<file path="src/rtl/token_tx.sv">
// token_tx: tagged token FIFO feeding separate sign/number handshake ports.
// Optional input HOLD (blocks popping while idle) is added when TOKEN_TX_HOLD_EN is defined.
module token_tx #(
    parameter int DEPTH = 8
) (
    input  logic                     CLK,
    input  logic                     RST,
`ifdef TOKEN_TX_HOLD_EN
    input  logic                     HOLD,
`endif
    input  logic                     WR_STB,
    input  logic                     WR_TAG,
    input  logic [7:0]               WR_DAT,
    output logic                     WR_ACK,
    output logic [7:0]               SIGN_DAT,
    output logic                     SIGN_STB,
    input  logic                     SIGN_ACK,
    output logic [7:0]               NUMBER_DAT,
    output logic                     NUMBER_STB,
    input  logic                     NUMBER_ACK,
    output logic                     BUSY,
    output logic                     FULL,
    output logic [$clog2(DEPTH):0]   COUNT
);
    localparam int AW = $clog2(DEPTH);
    localparam int CW = AW + 1;

    typedef enum logic {IDLE, SEND} state_t;

    state_t          state;
    logic [8:0]      mem [DEPTH];
    logic [AW-1:0]   wr_ptr;
    logic [AW-1:0]   rd_ptr;
    logic [CW-1:0]   count_nxt;
    logic [8:0]      head;
    logic            push;
    logic            pop;
    logic            hold;

`ifdef TOKEN_TX_HOLD_EN
    assign hold = HOLD;
`else
    assign hold = 1'b0;
`endif

    assign WR_ACK = WR_STB & ~FULL & ~RST;
    assign push   = WR_ACK;
    assign pop    = (state == IDLE) && (COUNT != '0) && !hold;
    assign head   = mem[rd_ptr];
    assign BUSY   = (state == SEND) | (COUNT != '0);

    // occupancy after this edge's push/pop
    always_comb begin
        count_nxt = COUNT + {{AW{1'b0}}, push} - {{AW{1'b0}}, pop};
    end

    // token storage, written at the tail on each accepted write
    always_ff @(posedge CLK) begin
        if (push) mem[wr_ptr] <= {WR_TAG, WR_DAT};
    end

    // pointers wrap naturally at DEPTH; FULL tracks the next occupancy so it stays registered
    always_ff @(posedge CLK) begin
        if (RST) begin
            wr_ptr <= '0;
            rd_ptr <= '0;
            COUNT  <= '0;
            FULL   <= 1'b0;
        end else begin
            if (push) wr_ptr <= wr_ptr + 1'b1;
            if (pop) rd_ptr <= rd_ptr + 1'b1;
            COUNT <= count_nxt;
            FULL  <= (count_nxt == CW'(DEPTH));
        end
    end

    // send FSM: pop into the class register, hold STB until the matching ACK
    always_ff @(posedge CLK) begin
        if (RST) begin
            state      <= IDLE;
            SIGN_STB   <= 1'b0;
            NUMBER_STB <= 1'b0;
            SIGN_DAT   <= '0;
            NUMBER_DAT <= '0;
        end else if (state == IDLE) begin
            if (pop) begin
                state <= SEND;
                if (head[8]) begin
                    SIGN_DAT <= head[7:0];
                    SIGN_STB <= 1'b1;
                end else begin
                    NUMBER_DAT <= head[7:0];
                    NUMBER_STB <= 1'b1;
                end
            end
        end else if ((SIGN_STB && SIGN_ACK) || (NUMBER_STB && NUMBER_ACK)) begin
            state      <= IDLE;
            SIGN_STB   <= 1'b0;
            NUMBER_STB <= 1'b0;
        end
    end
endmodule

</file>
<file path="config.mk">
export PLATFORM = sky130hd
export DESIGN_NAME = token_tx
export DESIGN_NICKNAME = d
export VERILOG_FILES = /design/src/rtl/token_tx.sv
export SDC_FILE = /design/constraint.sdc
export NUM_CORES = 1
export LEC_CHECK = 0
export BUFFER_PORTS_ARGS = -buffer_cell sky130_fd_sc_hd__buf_4
export CORE_MARGIN = 4
export CORE_UTILIZATION = 58
export CTS_CLUSTER_DIAMETER = 150
export CTS_CLUSTER_SIZE = 28
export DETAILED_ROUTE_END_ITERATION = 16
export PLACE_DENSITY = 0.88
export SLEW_MARGIN = 0
export SYNTH_ARGS = -nofsm -noshare
export SYNTH_HDL_FRONTEND = slang
export SYNTH_SLANG_ARGS = --single-unit
</file>
<file path="constraint.sdc">
create_clock -name CLK -period 2.87 [get_ports CLK]
set_input_delay 0.4305 -clock CLK [delete_from_list [all_inputs] [get_ports CLK]]
set_output_delay 0.4305 -clock CLK [all_outputs]
set_load 0.01 [all_outputs]
</file>
==> summary.md <==
| Metric | Value |
|---|---|
| Cell area after layout | `4690 sq um` |
| Overall fraction of global-route tracks in use | `0.191` |
| Highest clock rate | `415 MHz` |
| Number of maximum-capacitance violations | `0` |
| TritonCTS clock tree | `done` |
| First-pass GRT wire length | `11,800 microns` |
| RSZ-0062 raised after global routing | `false` |
| Critical path startpoint category | `flip-flop` |
| Post-synthesis instance total | `240` |
| First drt pass iteration count | `4` |
| Nets@finish | `311` |
| Fraction of layout cells with a size suffix above 1 | `0.295` |
| CP max FO | `5` |
| Die ar. | `8420 sq um` |
| Max Transition Viols Final | `0` |
| Final count of negative-setup-slack endpoints | `0` |
| Port-buffer cells | `38` |
| Chip Width | `91.7 microns` |
| Routability Congestion | `0.754` |
| Post-Place Setup Slack | `0.500 ns` |
| Total Negative Setup Slacks | `0 ns` |
| Total standard cell area after synthesis | `4070 sq um` |
| Initial antenna violation count | `0` |
| Final critical-path required period | `2.41 ns` |
| Static leakage | `1.64 nW` |
| Effective utilization at floorplan | `0.599` |
| Number of resized instances in the post-cts repair step | `0` |
| Clock Skew | `0.00550 ns` |
| Clock input transition at the sequential cells of the worst setup and hold paths | `0.10 ns` |
| Number of filler cells placed in the layout | `431` |
| Clock root buffer | `sky130_fd_sc_hd__clkbuf_8` |
| Data required time at the worst endpoint | `3.17 ns` |
| Number of placement rows | `30` |
| Total power per unit cell area | `887 nW/um^2` |
| Post-CTS repair timing setup buffer count | `0` |
| Count of placed standard cells in the final layout, fillers left out | `391` |
| Relative slew slack | `0.537` |
| DRT Wirelength | `7600 microns` |
| Synth-to-Final Area Change | `15.4%` |
| Remaining antenna violation count | `0` |
| Setup slack of the critical path after layout | `0.460 ns` |
| Cell count after placement | `375` |
| Sinks on the clock net | `105` |
| Worst EP arrival | `2.71 ns` |
| Final Power | `0.00416 W` |
| Cell Area, Placed | `4480 sq um` |
| Routed len/inst | `19.4 microns` |
| Detailed-route vias per instance | `5.55` |
| Clock latency at the later pin of the worst-skew pair | `0.37 ns` |
| H-tree depth | `3` |
| Synth warnings | `0` |
| Number of vias in the routed layout | `2,169` |
| Crit share post-route | `0.840` |
| Via count of the first global-routing pass | `2,295` |
| Number of buffers created by CTS | `9` |
| Status | `finished clean` |
| Remaining global-route overflow | `0` |
| Syn Nets | `261` |
| CTS hold repair buffers | `0` |
| Largest net degree at the start of global routing | `22` |
| Final hold violation count | `0` |
| Least-Margin Pin Slew | `0.694 ns` |
| Peak supply drop | `0.382 mV` |
| Kind of path behind the tightest hold check | `primary input to flip-flop` |
| Chip height | `91.7 microns` |
| Syn_area_per_cell | `16.9 sq um` |
| CP Class | `flip-flop to flip-flop` |
| Maximum root-to-sink buffer count | `2` |
| Count of distinct cell types in the synthesized netlist | `30` |
| Core Box Area | `6790 sq um` |
| Sequential cell area fraction in the yosys report | `0.694` |
| Detailed Route Iter0 Violations | `148` |
| Post-route DRC violation count | `0` |
| #FFs+latches synth | `105` |
| Post-DP HPWL | `5000 microns` |
| Worst setup EP type | `flip-flop` |
| Antenna diodes | `0` |
| I/O pin total | `39` |
-- worst paths after layout --
kind            startpoint             to  slack, ns  cells after the start
min reg2reg  NUMBER_DAT[5]  NUMBER_DAT[5]       0.47                      1
max reg2reg       COUNT[3]           FULL       0.46                     11
max               COUNT[3]           FULL       0.46                     11
min              WR_DAT[5]      mem[5][5]       0.29                      1
-- worst max-delay path, cell delays in order (launching register included) --
cell	delay, ns
sky130_fd_sc_hd__dfxtp_1	0.36
sky130_fd_sc_hd__inv_1	0.05
sky130_fd_sc_hd__ha_1	0.17
sky130_fd_sc_hd__nor3b_1	0.18
sky130_fd_sc_hd__or3_1	0.38
sky130_fd_sc_hd__nand2_1	0.09
sky130_fd_sc_hd__ha_1	0.17
sky130_fd_sc_hd__inv_1	0.06
sky130_fd_sc_hd__fa_1	0.39
sky130_fd_sc_hd__xor2_1	0.26
sky130_fd_sc_hd__nand3b_1	0.11
sky130_fd_sc_hd__nor3_1	0.12
-- flip-flops by register name (all words and copies together), names as in the netlist, named ones only --
signal,cells
COUNT,4
FULL,1
NUMBER_DAT,8
NUMBER_STB,1
SIGN_DAT,8
SIGN_STB,1
mem,72
rd_ptr,3
state,1
wr_ptr,3
-- layer usage --
metal  wire length (microns)  global-route usage  vias up
met1                    2940               0.227     1054
met2                    4020               0.323       80
met4                     145              0.0854        0
met3                     481              0.0541       15
li1                        -                   -     1020
met5                       0                   0        -
-- layout make-up --
cell class,count,area (sq um),area share
Clock buffer,10,138,0.0293
Clock inverter,6,72.6,0.0155
Inverter,5,18.8,0.00400
Multi-Input combinational cell,120,1150,0.246
Sequential cell,105,2820,0.601
Tap cell,96,120,0.0256
Timing Repair Buffer,49,368,0.0784
-- where the power goes --
part / switching (W) / internal, W
registers: 0.000157 / 0.00182
logic: 0.000616 / 0.000615
clock network: 0.000513 / 0.000438
-- Yosys cell counts --
master,instances,share of area
sky130_fd_sc_hd__buf_1,1,0.00092
sky130_fd_sc_hd__xor2_1,2,0.0043
sky130_fd_sc_hd__clkbuf_1,3,0.0028
sky130_fd_sc_hd__nand3b_1,1,0.0018
sky130_fd_sc_hd__or3_1,4,0.0062
sky130_fd_sc_hd__mux2_4,3,0.011
sky130_fd_sc_hd__mux2i_1,12,0.030
sky130_fd_sc_hd__nor2_1,17,0.016
sky130_fd_sc_hd__ha_1,6,0.018
sky130_fd_sc_hd__mux4_2,18,0.10
sky130_fd_sc_hd__inv_1,5,0.0046
sky130_fd_sc_hd__nor2b_1,4,0.0062
sky130_fd_sc_hd__mux2_1,1,0.0028
sky130_fd_sc_hd__fa_1,1,0.0049
sky130_fd_sc_hd__and2_1,1,0.0015
sky130_fd_sc_hd__a21oi_1,9,0.011
sky130_fd_sc_hd__buf_6,2,0.0055
sky130_fd_sc_hd__nor3_1,3,0.0037
sky130_fd_sc_hd__edfxtp_1,72,0.53
sky130_fd_sc_hd__a21o_1,1,0.0018
sky130_fd_sc_hd__nor3b_1,2,0.0037
sky130_fd_sc_hd__a22o_1,1,0.0022
sky130_fd_sc_hd__o2bb2ai_1,16,0.034
sky130_fd_sc_hd__buf_2,3,0.0037
sky130_fd_sc_hd__nand2b_1,4,0.0062
sky130_fd_sc_hd__or2_2,1,0.0015
sky130_fd_sc_hd__xnor2_1,4,0.0086
sky130_fd_sc_hd__nand2_1,9,0.0083
sky130_fd_sc_hd__buf_12,1,0.0049
sky130_fd_sc_hd__dfxtp_1,33,0.16
-- cell families (layout without fill, tap and decap cells) --
logic type,after synthesis,in the layout,share of synthesized area
DFF,105,105,0.694
xor gates and xnor gates,6,6,0.0129
and+or+nand+nor,46,46,0.0547
muxes,34,34,0.143
buffers and inverters,15,70,0.0225
adders and majority gates,7,7,0.0234
AOI/OAI and AO/OA,27,27,0.0495
-- metrics by stage --
| step | util | hold WS (ns) |
|---|---|---|
| finish | 0.691 | 0.287 |
| detailed placement | 0.660 | 0.447 |
| global placement | 0.660 | 0.447 |
| floorplan | - | 0.462 |
| global route | 0.691 | 0.268 |
| CTS | 0.691 | 0.266 |
-- placed cells by master (no fill, tap or decap), types with 2 or more instances in the layout --
cell,netlist,final
sky130_fd_sc_hd__o2bb2ai_1,16,16
sky130_fd_sc_hd__dfxtp_1,33,33
sky130_fd_sc_hd__mux2i_1,12,12
sky130_fd_sc_hd__nor2b_1,4,4
sky130_fd_sc_hd__mux2_4,3,3
sky130_fd_sc_hd__inv_1,5,5
sky130_fd_sc_hd__a21oi_1,9,9
sky130_fd_sc_hd__buf_4,0,49
sky130_fd_sc_hd__or3_1,4,4
sky130_fd_sc_hd__mux4_2,18,18
sky130_fd_sc_hd__xnor2_1,4,4
sky130_fd_sc_hd__ha_1,6,6
sky130_fd_sc_hd__nor3b_1,2,2
sky130_fd_sc_hd__nor3_1,3,3
sky130_fd_sc_hd__xor2_1,2,2
sky130_fd_sc_hd__clkbuf_8,0,10
sky130_fd_sc_hd__nand2b_1,4,4
sky130_fd_sc_hd__nor2_1,17,17
sky130_fd_sc_hd__edfxtp_1,72,72
sky130_fd_sc_hd__nand2_1,9,9
Power figures use the tool's default switching activity.
